$ cat config.mk
export PLATFORM = sky130hd
export DESIGN_NAME = uart_rx_flat
export DESIGN_NICKNAME = d
export VERILOG_FILES = /design/src/rtl/uart_pkg.sv /design/src/rtl/uart_rx_if.sv /design/src/rtl/sync_2ff.sv /design/src/rtl/uart_rx.sv /design/src/flat_wrapper.sv
export SDC_FILE = /design/constraint.sdc
export NUM_CORES = 1
export LEC_CHECK = 0
export BUFFER_PORTS_ARGS = -buffer_cell sky130_fd_sc_hd__buf_4
export CELL_PAD_IN_SITES_DETAIL_PLACEMENT = 1
export CELL_PAD_IN_SITES_GLOBAL_PLACEMENT = 1
export CORE_UTILIZATION = 45
export DETAILED_ROUTE_END_ITERATION = 10
export MAX_ROUTING_LAYER = met4
export PLACE_DENSITY_LB_ADDON = 0.1
export SYNTH_ARGS = -nofsm -noshare
export SYNTH_HDL_FRONTEND = slang
export SYNTH_SLANG_ARGS = --single-unit
$ cat constraint.sdc
create_clock -name i_clk -period 4.1 [get_ports i_clk]
set_clock_uncertainty 0.15 [all_clocks]
set_input_delay 0.82 -clock i_clk [delete_from_list [all_inputs] [get_ports i_clk]]
set_output_delay 0.82 -clock i_clk [all_outputs]
set_load 0.01 [all_outputs]
$ cat src/rtl/uart_pkg.sv
// Shared definitions for the UART receive path: FSM states, data width and
// the helpers that derive and validate the clocks-per-bit divider.
package uart_pkg;

    localparam int DATA_BITS = 8;
    localparam int MIN_DIV   = 8;

    typedef enum logic [2:0] {
        IDLE,
        START,
        DATA,
        STOP,
        BREAK
    } state_t;

    // Clocks per bit, integer division of the clock rate by the line rate.
    function automatic int calc_div(input int clk_freq, input int baud);
        return clk_freq / baud;
    endfunction

    // Mid-bit sampling needs enough clocks per bit to land clear of the edges.
    function automatic bit div_ok(input int div);
        return div >= MIN_DIV;
    endfunction

endpackage

$ cat src/rtl/uart_rx_if.sv
// Byte-side interface of the UART receiver: valid/ready byte stream, error
// pulses, activity flag and the FSM state for observation.
//
// Handshake: the receiver raises o_valid with o_data and holds both stable
// until a rising clock edge sees o_valid & i_ready; that edge transfers the
// byte. o_valid never drops without such a transfer (or a reset). i_ready may
// be asserted at any time, independent of o_valid.
interface uart_rx_if;
    import uart_pkg::*;

    logic [DATA_BITS-1:0] o_data;
    logic                 o_valid;
    logic                 i_ready;
    logic                 o_frame_err;
    logic                 o_overrun;
    logic                 o_busy;
    state_t               state;

    modport master (
        output o_data, o_valid, o_frame_err, o_overrun, o_busy, state,
        input  i_ready
    );

    modport slave (
        input  o_data, o_valid, o_frame_err, o_overrun, o_busy, state,
        output i_ready
    );

endinterface

$ cat src/rtl/sync_2ff.sv
// Generic two-flop synchroniser for a single asynchronous input. RST_VAL sets
// the value both flops take in reset, so an idle-high line reads idle.
module sync_2ff #(
    parameter logic RST_VAL = 1'b0
) (
    input  logic clk,
    input  logic rst,
    input  logic d,
    output logic q
);

    logic meta;

    // Two back-to-back flops; only q is used downstream.
    always_ff @(posedge clk) begin
        if (rst) begin
            meta <= RST_VAL;
            q    <= RST_VAL;
        end else begin
            meta <= d;
            q    <= meta;
        end
    end

endmodule

$ cat src/rtl/uart_rx.sv
// 8N1 UART receiver, LSB first. Samples the synchronised line at mid-bit,
// presents each good byte in a single holding register behind a valid/ready
// handshake, and pulses frame-error / overrun flags for the status logic.
module uart_rx
    import uart_pkg::*;
#(
    parameter int CLK_FREQ = 24000000,
    parameter int BAUD     = 115200
) (
    input  logic       i_clk,
    input  logic       i_res,
    input  logic       i_uart_rx,
    uart_rx_if.master  bus
);

    localparam int DIV = calc_div(CLK_FREQ, BAUD);
    localparam int CW  = $clog2(DIV);

    localparam logic [CW-1:0] CNT_LAST = CW'(DIV - 1);
    localparam logic [CW-1:0] CNT_HALF = CW'(DIV / 2 - 1);
    localparam logic [2:0]    IDX_LAST = 3'(DATA_BITS - 1);

    generate
        if (!div_ok(DIV)) begin : g_div_check
            $error("uart_rx: CLK_FREQ/BAUD must be at least 8 clocks per bit");
        end
    endgenerate

    logic                 rx_s;
    state_t               state;
    logic [CW-1:0]        cnt;
    logic [2:0]           bit_idx;
    logic [DATA_BITS-1:0] shreg;
    logic                 accept;

    sync_2ff #(
        .RST_VAL (1'b1)
    ) u_sync (
        .clk (i_clk),
        .rst (i_res),
        .d   (i_uart_rx),
        .q   (rx_s)
    );

    assign accept    = bus.o_valid & bus.i_ready;
    assign bus.state = state;

    // Receive FSM, bit timing, shift register and the byte holding register.
    always_ff @(posedge i_clk) begin
        if (i_res) begin
            state           <= IDLE;
            cnt             <= '0;
            bit_idx         <= '0;
            shreg           <= '0;
            bus.o_data      <= '0;
            bus.o_valid     <= 1'b0;
            bus.o_frame_err <= 1'b0;
            bus.o_overrun   <= 1'b0;
            bus.o_busy      <= 1'b0;
        end else begin
            bus.o_frame_err <= 1'b0;
            bus.o_overrun   <= 1'b0;

            // A transfer empties the holding register unless a delivery
            // on this same edge refills it (STOP branch below wins).
            if (accept) begin
                bus.o_valid <= 1'b0;
            end

            case (state)
                IDLE: begin
                    cnt <= '0;
                    if (!rx_s) begin
                        state      <= START;
                        bus.o_busy <= 1'b1;
                    end
                end

                START: begin
                    if (cnt == CNT_HALF) begin
                        cnt <= '0;
                        if (!rx_s) begin
                            state   <= DATA;
                            bit_idx <= '0;
                        end else begin
                            // Line was back high at mid start bit: a glitch.
                            state      <= IDLE;
                            bus.o_busy <= 1'b0;
                        end
                    end else begin
                        cnt <= cnt + 1'b1;
                    end
                end

                DATA: begin
                    if (cnt == CNT_LAST) begin
                        cnt     <= '0;
                        shreg   <= {rx_s, shreg[DATA_BITS-1:1]};
                        bit_idx <= bit_idx + 3'd1;
                        if (bit_idx == IDX_LAST) begin
                            state <= STOP;
                        end
                    end else begin
                        cnt <= cnt + 1'b1;
                    end
                end

                STOP: begin
                    if (cnt == CNT_LAST) begin
                        cnt <= '0;
                        if (rx_s) begin
                            state      <= IDLE;
                            bus.o_busy <= 1'b0;
                            if (!bus.o_valid || bus.i_ready) begin
                                bus.o_data  <= shreg;
                                bus.o_valid <= 1'b1;
                            end else begin
                                // Holding register still owned by consumer.
                                bus.o_overrun <= 1'b1;
                            end
                        end else begin
                            state           <= BREAK;
                            bus.o_frame_err <= 1'b1;
                        end
                    end else begin
                        cnt <= cnt + 1'b1;
                    end
                end

                BREAK: begin
                    // Wait for the line to return high so a held-low line
                    // cannot be mistaken for a stream of start bits.
                    cnt <= '0;
                    if (rx_s) begin
                        state      <= IDLE;
                        bus.o_busy <= 1'b0;
                    end
                end

                default: begin
                    state      <= IDLE;
                    bus.o_busy <= 1'b0;
                end
            endcase
        end
    end

endmodule

$ cat src/flat_wrapper.sv
// flat-port wrapper written by rule: the top's interface ports become plain ports
module uart_rx_flat import uart_pkg::*;
#(
    parameter int CLK_FREQ = 24000000,
    parameter int BAUD     = 115200
)
  (i_clk, i_res, i_uart_rx, bus_o_data, bus_o_valid, bus_o_frame_err, bus_o_overrun, bus_o_busy, bus_state, bus_i_ready);
  uart_rx_if bus_i ();
  input  logic i_clk;
  input  logic i_res;
  input  logic i_uart_rx;
  output wire logic [$bits(bus_i.o_data)-1:0] bus_o_data;
  output wire logic [$bits(bus_i.o_valid)-1:0] bus_o_valid;
  output wire logic [$bits(bus_i.o_frame_err)-1:0] bus_o_frame_err;
  output wire logic [$bits(bus_i.o_overrun)-1:0] bus_o_overrun;
  output wire logic [$bits(bus_i.o_busy)-1:0] bus_o_busy;
  output wire logic [$bits(bus_i.state)-1:0] bus_state;
  input wire logic [$bits(bus_i.i_ready)-1:0] bus_i_ready;
  assign bus_o_data = bus_i.o_data;
  assign bus_o_valid = bus_i.o_valid;
  assign bus_o_frame_err = bus_i.o_frame_err;
  assign bus_o_overrun = bus_i.o_overrun;
  assign bus_o_busy = bus_i.o_busy;
  assign bus_state = bus_i.state;
  assign bus_i.i_ready = bus_i_ready;
  uart_rx #(.CLK_FREQ(CLK_FREQ), .BAUD(BAUD)) u_core (.i_clk(i_clk), .i_res(i_res), .i_uart_rx(i_uart_rx), .bus(bus_i));
endmodule
==> impl_results.rst, run 1 <==
.. list-table::
   :header-rows: 1

   * - Metric
     - Value
   * - Area used by sequential logic in the layout
     - slightly above 700 sq um
   * - Number of H-tree levels
     - 2
   * - Synthesis-to-finish area growth
     - 13.52%
   * - Top cells by area, synth
     - sky130_fd_sc_hd__dfxtp_1, sky130_fd_sc_hd__nand2_1, sky130_fd_sc_hd__mux2i_1
   * - Pin count of the biggest net entering global routing
     - 38
   * - Clk network pwr share
     - 0.448
   * - Rows
     - 21
   * - EDFF count, synth
     - 0
   * - Mapped Avg Cell Area
     - around 8.8 sq um
   * - GRT Total Usage
     - 0.2263
   * - Multi-input gate area in the final layout
     - 855.8 sq um
   * - Sequential share of power
     - 0.521
   * - Full die area
     - around 3900 sq um
   * - Internal Power
     - approximately 540 uW
   * - Setup TNS
     - 0 ns
   * - Worst-path clk slew
     - approximately 0.070 ns
   * - TritonCTS clock tree
     - done
   * - Final routed wire length divided by cell count
     - 15.26 um
   * - Number of I/O pins
     - 19
   * - Total setup violations reported at the end of the flow
     - 0
   * - X dimension of the die
     - between 60 and 70 um
   * - Fraction of the cycle the final worst path needs
     - 0.5089
   * - Setup CP Type
     - reg -> out
   * - Worst-path fanout max
     - 15
   * - Fraction of power spent switching nets
     - 0.2078
   * - Number of remaining DRC errors
     - 0
   * - Critical-path cell with the highest stage delay
     - sky130_fd_sc_hd__dfxtp_1
   * - Worst supply voltage drop on vdd
     - 176.1 uV
   * - CTS buffer count
     - 5
   * - Maximum count of clock buffers along a single path
     - 2
   * - CTS sink cnt
     - 36
   * - Distinct cell type count of the synthesized netlist
     - between 40 and 50
   * - Cell types with the highest counts after synthesis
     - sky130_fd_sc_hd__dfxtp_1, sky130_fd_sc_hd__nand2_1, sky130_fd_sc_hd__a21oi_1
   * - Top-area cell type share of the netlist area
     - 0.4350
   * - Required time of the worst setup path
     - about 3.1 ns
   * - Core Footprint
     - approximately 3400 sq um
   * - Combinational fraction of design power
     - 0.031
   * - Post-cts sizing count
     - 0
   * - Count of final max-slew check failures
     - 0
   * - Most numerous cell in the Yosys netlist
     - sky130_fd_sc_hd__dfxtp_1
   * - Summed area of non-filler cells in the final layout
     - approximately 1900 sq um
   * - Yosys warns
     - 0
   * - Sort of element at the end of the critical path
     - output pin
   * - Initial core utilization
     - 0.4813
   * - Critical Path Source Type
     - flip-flop
   * - Parity-gate share of the synthesized area counting xor and xnor cells
     - 0.02115
   * - Leakage power figure
     - 0.0007383 uW
   * - Router iterations before antenna repair
     - 4
   * - NumNets Final
     - ~210
   * - Via total after detailed routing
     - about 1,400
   * - Gr ovfl total
     - 0
   * - Portion of netlist area occupied by mux cells
     - 0.06042
   * - Height of the die
     - around 63 um
   * - Post-CTS setup buffer count
     - 0
   * - Vias per std cell
     - about 5.6
   * - Antenna cell count
     - 0
   * - Wire length reported by the detailed router
     - between 3000 and 4000 um
   * - Net count after synthesis
     - roughly 200
   * - CTS root buffer
     - sky130_fd_sc_hd__clkbuf_8
   * - Buffers added on ports
     - 18
   * - Number of synthesized register bits
     - 36
   * - Cell area reported after detailed placement
     - approximately 1800 sq um
   * - Clock latency on the worst-skew pair
     - roughly 0.29 ns
   * - Min Clock Period, post-route
     - ~2.1 ns
   * - Delay of the slowest critical-path stage
     - between 0.6 and 0.7 ns
   * - Share of synthesized cell area in full adder, half adder and majority cells
     - 0.02266
   * - Fraction of the mapped netlist area in compound gates
     - 0.1344
   * - Placed wire-length estimate after detailed placement
     - roughly 2500 um
   * - Layout cell share with drive strength beyond 1
     - 0.1642
   * - Main flop type after synthesis
     - sky130_fd_sc_hd__dfxtp_1
   * - CP top delay family
     - flip-flops
   * - Status
     - finished, final reports clean
   * - Wire length of the first global-routing pass
     - around 6700 um
   * - Class of the most critical hold timing path
     - reg -> reg
   * - Number of fillers in the final layout
     - between 400 and 500
   * - Gate Count Post-Synth
     - approximately 190
   * - RSZ-0062 raised after global routing
     - false
   * - Share of flip-flops with an asynchronous set or reset after synthesis
     - 0
   * - Count of buffer and inverter cells on the critical path
     - 1
   * - Gp weighted congestion
     - 0.8070
   * - Library cell occupying the most area in the post-synthesis netlist
     - sky130_fd_sc_hd__dfxtp_1
   * - Critical Path AT
     - between 1 and 1.5 ns
   * - Dominant combinational cell family by area after synthesis
     - simple AND/OR/NAND/NOR gates
   * - Power density over the cells
     - 363.6 nW/um^2
   * - CTS Hold Bufs
     - 0
   * - Maximum frequency from static timing analysis
     - between 400 and 500 MHz
   * - Net switching power
     - ~140 uW
   * - Sequential cell area fraction in the yosys report
     - 0.4350
   * - Post-synthesis cell area
     - approximately 1700 sq um
   * - First DRT Iteration DRCs
     - 60
   * - Worst-case headroom to the max-slew limit
     - 0.6321
   * - Antenna Nets Post-Route
     - 0
   * - Reported max-cap violation count
     - 0
   * - Basic-gate share of the synthesized area counting and, or, nand and nor cells
     - 0.2779
   * - Antenna violations before repair
     - 0
   * - Via count of the first global-routing pass
     - 1,395
   * - Critical-path cell list
     - buf_4
   * - Final hold violation count
     - 0
   * - Worst Tran Pin Value
     - ~0.55 ns
flip-flops by register name, indices dropped and copies added (netlist names):
name                    flops
u_core.cnt                  8
u_core.u_sync.meta          1
u_core.bus.o_busy           1
u_core.bus.o_overrun        1
u_core.bus.state            3
u_core.bit_idx              3
u_core.bus.o_data           8
u_core.bus.o_valid          1
u_core.bus.o_frame_err      1
u_core.u_sync.q             1
u_core.shreg                8
metrics by stage:
| step | setup slack, ns | util | hold WS [ns] | cells | power (uW) |
|---|---|---|---|---|---|
| after floorplan | 2.341 | - | 0.2395 | 188 | 378.3 |
| after global placement | 2.116 | 0.5151 | 0.2527 | 239 | 384.9 |
| after detailed placement | 2.059 | 0.5151 | 0.2522 | 239 | 385.8 |
| after CTS | 2.003 | 0.5463 | 0.2774 | 247 | 692.4 |
| after global routing | 1.921 | 0.5463 | 0.2863 | 247 | 709.6 |
| final | 2.014 | 0.5463 | 0.2727 | 247 | 683.7 |
worst paths after layout:
check                                         from                             end  slack [ns]  cells after the start
setup / recovery  u_core.bus.state[2]$_SDFFE_PP0P_                    bus_state[2]        2.01                      1
hold / removal       u_core.u_sync.meta$_SDFF_PP1_      u_core.u_sync.q$_SDFF_PP1_        0.27                      1
setup reg to reg        u_core.cnt[0]$_SDFFE_PP0P_  u_core.bit_idx[2]$_SDFFE_PP0P_        2.10                      5
hold reg to reg      u_core.u_sync.meta$_SDFF_PP1_      u_core.u_sync.q$_SDFF_PP1_        0.27                      1
power by group through the flow:
stage	clock network (uW)	registers, uW	logic (uW)
after detailed placement	0	364	21.5
after CTS	315	356	21.7
after floorplan	0	363	15.7
final	306	356	21.3
after global routing	329	357	23.7
after global placement	0	364	20.8
cell type report:
type,instances,area share
timing repair buffer,18,0.07186
inverter,1,0.001996
clock buffer,6,0.03859
multi-input combinational,138,0.4551
tap,46,0.03061
clock inverter,2,0.01863
sequential,36,0.3832
cells in the final DEF (no fill, tap or decap), types with 2 or more instances in the layout:
cell / Yosys / layout
sky130_fd_sc_hd__a21o_1: 2 / 2
sky130_fd_sc_hd__o21ai_0: 2 / 2
sky130_fd_sc_hd__and4b_1: 3 / 3
sky130_fd_sc_hd__clkbuf_8: 0 / 5
sky130_fd_sc_hd__and2_1: 3 / 3
sky130_fd_sc_hd__nor4b_1: 3 / 3
sky130_fd_sc_hd__nand2b_1: 4 / 4
sky130_fd_sc_hd__or2_2: 2 / 2
sky130_fd_sc_hd__mux2i_1: 10 / 10
sky130_fd_sc_hd__o22ai_1: 3 / 3
sky130_fd_sc_hd__nor2_1: 14 / 14
sky130_fd_sc_hd__ha_1: 3 / 3
sky130_fd_sc_hd__nor3_1: 6 / 6
sky130_fd_sc_hd__xnor2_1: 4 / 4
sky130_fd_sc_hd__a21oi_1: 19 / 19
sky130_fd_sc_hd__o211ai_1: 2 / 2
sky130_fd_sc_hd__nand3_1: 5 / 5
sky130_fd_sc_hd__dfxtp_1: 36 / 36
sky130_fd_sc_hd__nand2_1: 31 / 31
sky130_fd_sc_hd__buf_4: 2 / 18
sky130_fd_sc_hd__nor2b_1: 3 / 3
routing by layer:
| layer | track usage | vias up | routed length [um] | share of wire |
|---|---|---|---|---|
| li1 | - | 692 | - | - |
| met2 | 0.3560 | 24 | 1793 | 0.48 |
| met5 | - | - | 0 | 0 |
| met4 | 0.09884 | 0 | 33 | 0.0088 |
| met3 | 0.05839 | 2 | 123 | 0.033 |
| met1 | 0.2722 | 654 | 1818 | 0.48 |
logic make-up after synthesis:
group / after synthesis
buffers and inverters: 14
muxes: 10
xor gates and xnor gates: 4
adders and majority gates: 3
DFF: 36
AOI/OAI and AO/OA: 36
and+or+nand+nor: 85
worst reg2reg max path: cells and delay by family (launching register included):
family                   cells  cell delay (ns)
AO/OA/AOI/OAI                1             0.09
adder cells (fa/ha/maj)      1             0.22
flip-flops                   1             0.38
AND/OR/NAND/NOR              3             1.04
No activity file was read; power rests on OpenSTA's default activity.
==> run 2: changes to the inputs <==
Settings changed: CORE_UTILIZATION 45 to 43.
Clock period 4.1 ns to 2 ns, I/O delays scaled along.
==> impl_results.rst, run 2 (synthesis gave the netlist of run 1 again) <==
.. list-table::
   :header-rows: 1

   * - Metric
     - Value
   * - Status
     - finished, final reports clean (unchanged)
   * - Worst supply voltage drop on vdd
     - 375.2 uV (was 176.1 uV)
   * - Worst-path clk slew
     - 0.07 ns (about the same)
   * - Setup TNS
     - 0 ns (unchanged)
   * - Worst-case headroom to the max-slew limit
     - 0.7237 (was 0.6321)
   * - Most common cell after layout, fill and taps aside
     - sky130_fd_sc_hd__dfxtp_1 (unchanged)
   * - Worst Tran Pin Value
     - 0.4139 ns (was 0.5518 ns)
   * - Wire length reported by the detailed router
     - 3791 um (was 3769 um)
   * - Final routed wire length divided by cell count
     - 14.87 um (was 15.26 um)
   * - CTS Hold Bufs
     - 0 (unchanged)
   * - Registers with the most flip-flops
     - u_core.bus.o_data x8, u_core.cnt x8, u_core.shreg x8 (unchanged)
   * - Gr ovfl total
     - 0 (unchanged)
   * - Most frequent cells in the layout
     - sky130_fd_sc_hd__dfxtp_1, sky130_fd_sc_hd__nand2_1, sky130_fd_sc_hd__buf_4 (was sky130_fd_sc_hd__dfxtp_1, sky130_fd_sc_hd__nand2_1, sky130_fd_sc_hd__a21oi_1)
   * - Required time of the worst setup path
     - 2.07 ns (was 3.13 ns)
   * - Number of fillers in the final layout
     - 445 (was 411)
   * - Antenna violations before repair
     - 0 (unchanged)
   * - Maximum frequency from static timing analysis
     - 536.5 MHz
   * - Stages on worst setup path
     - 5 (was 1)
   * - Total setup violations reported at the end of the flow
     - 0 (unchanged)
   * - NumNets Final
     - 213 (was 207)
   * - Wire length of the first global-routing pass
     - 6348 um (was 6706 um)
   * - GRT Total Usage
     - 0.2078 (was 0.2263)
   * - Clock latency on the worst-skew pair
     - 0.29 ns (about the same)
   * - Number of remaining DRC errors
     - 0 (unchanged)
   * - Maximum count of clock buffers along a single path
     - 2 (unchanged)
   * - Count of final max-slew check failures
     - 0 (unchanged)
   * - Core Footprint
     - 3689 sq um (was 3442 sq um)
   * - Antenna cell count
     - 0 (unchanged)
   * - Delay of the slowest critical-path stage
     - 0.42 ns (was 0.62 ns)
   * - Rows
     - 22 (was 21)
   * - Worst-path fanout max
     - 8 (was 15)
   * - Fraction of the cycle the final worst path needs
     - 0.9320
   * - Initial core utilization
     - 0.4491 (was 0.4813)
   * - Placed wire-length estimate after detailed placement
     - 2645 um (was 2533 um)
   * - Number of non-filler instances in the completed layout
     - 255 (was 247)
   * - Pin count of the biggest net entering global routing
     - 38 (unchanged)
   * - Buffers added on ports
     - 18 (unchanged)
   * - Class of the most critical hold timing path
     - in -> reg (was reg -> reg)
   * - Number of I/O pins
     - 19 (unchanged)
   * - CTS buffer count
     - 5 (unchanged)
   * - Multi-input gate area in the final layout
     - 864.6 sq um (was 855.8 sq um)
   * - TritonCTS clock tree
     - done (unchanged)
   * - Post-CTS setup buffer count
     - 0 (unchanged)
   * - Worst setup slack after layout
     - 0.1359 ns (was 2.014 ns)
   * - Gp weighted congestion
     - 0.7362 (was 0.8070)
   * - RSZ-0062 raised after global routing
     - false (unchanged)
   * - Vias per std cell
     - 5.490 (was 5.555)
   * - Min Clock Period, post-route
     - ~1.9 ns
   * - Synthesis-to-finish area growth
     - 16.92% (was 13.52%)
   * - Height of the die
     - 64.07 um (was 62.68 um)
   * - X dimension of the die
     - 64.07 um (was 62.68 um)
   * - Power density over the cells
     - 722.6 nW/um^2 (was 363.6 nW/um^2)
   * - Critical-path cell with the highest stage delay
     - sky130_fd_sc_hd__or4_1 (was sky130_fd_sc_hd__dfxtp_1)
   * - Number of placed instances, taps included
     - 247 (was 239)
   * - Count of buffer and inverter cells on the critical path
     - 0 (was 1)
   * - Layout cell share with drive strength beyond 1
     - 0.1884 (was 0.1642)
   * - Final hold violation count
     - 0 (unchanged)
   * - Via count of the first global-routing pass
     - 1,334 (was 1,395)
   * - Router iterations before antenna repair
     - 4 (unchanged)
   * - Sort of element at the end of the critical path
     - flip-flop (was output pin)
   * - Setup CP Type
     - reg -> reg (was reg -> out)
   * - Setup slack at placement
     - 0.1075 ns (was 2.059 ns)
   * - CP top delay family
     - simple AND/OR/NAND/NOR gates (was flip-flops)
   * - Critical Path AT
     - 1.93 ns (was 1.12 ns)
   * - Number of H-tree levels
     - 2 (unchanged)
   * - Via total after detailed routing
     - 1,400 (was 1,372)
   * - CTS sink cnt
     - 36 (unchanged)
   * - Leakage power figure
     - 0.0007685 uW (was 0.0007383 uW)
   * - Critical Path Source Type
     - flip-flop (unchanged)
   * - Critical-path cell list
     - ha_1, and3_1, a21oi_4, or4_1, a21oi_1 (was buf_4)
   * - Area used by sequential logic in the layout
     - 720.7 sq um (unchanged)
   * - First DRT Iteration DRCs
     - 39 (was 60)
   * - Full die area
     - 4105 sq um (was 3928 sq um)
   * - Antenna Nets Post-Route
     - 0 (unchanged)
   * - Post-cts sizing count
     - 0 (unchanged)
   * - Reported max-cap violation count
     - 0 (unchanged)
   * - Worst Reg-to-Reg Cells
     - 5 (unchanged)
   * - CTS root buffer
     - sky130_fd_sc_hd__clkbuf_8 (unchanged)
   * - Hold path depth
     - 2 (was 1)
==> run 2: worst register-to-register path: cells and delay by family (launching register included) <==
| family | cells | cell delay [ns] |
|---|---|---|
| simple gates | 2 | 0.77 |
| flops | 1 | 0.39 |
| compound gates | 2 | 0.28 |
| fa+ha+maj | 1 | 0.21 |
==> run 2: report_power, final <==
part           total, uW  leakage, uW  switching (uW)  internal, uW
Clock                622    0.0000552             252           370
Combinational       49.2     0.000423            28.3          20.9
Sequential           729     0.000291            6.29           722
Total               1400     0.000769             287          1110
==> run 2: path summary, 6_finish.rpt <==
| kind | to | slack, ns | from |
|---|---|---|---|
| setup / recovery | u_core.bus.state[0]$_SDFFE_PP0P_ | 0.14 | u_core.cnt[0]$_SDFFE_PP0P_ |
| hold / removal | u_core.u_sync.meta$_SDFF_PP1_ | 0.14 | i_uart_rx |
| setup reg to reg | u_core.bus.state[0]$_SDFFE_PP0P_ | 0.14 | u_core.cnt[0]$_SDFFE_PP0P_ |
| hold reg to reg | u_core.u_sync.q$_SDFF_PP1_ | 0.27 | u_core.u_sync.meta$_SDFF_PP1_ |
==> run 2: area by class of cell <==
type,count,share of cell area
clock buffer,6,0.03747
clock inverter,2,0.01809
inverter,1,0.001938
multi-input combinational,138,0.4464
sequential,36,0.3721
tap,48,0.03101
timing repair buffer,24,0.09302
==> run 2: metrics by stage <==
step	cell area, sq um	util	total power [uW]	hold WS [ns]
final	1937	0.5251	1400	0.1446
after CTS	1928	0.5227	1412	0.1432
after detailed placement	1821	0.4936	794.4	0.2554
after global routing	1937	0.5251	1446	0.1536
after global placement	1821	0.4936	791.9	0.2494
after floorplan	1657	-	775.5	0.2395
==> run 2: per-layer routing <==
metal | global-route usage | vias up | routed length [um]
li1 | - | 695 | -
met1 | 0.2586 | 678 | 1847
met2 | 0.3311 | 21 | 1757
met3 | 0.04286 | 6 | 141
met4 | 0.07670 | 0 | 45
met5 | - | - | 0
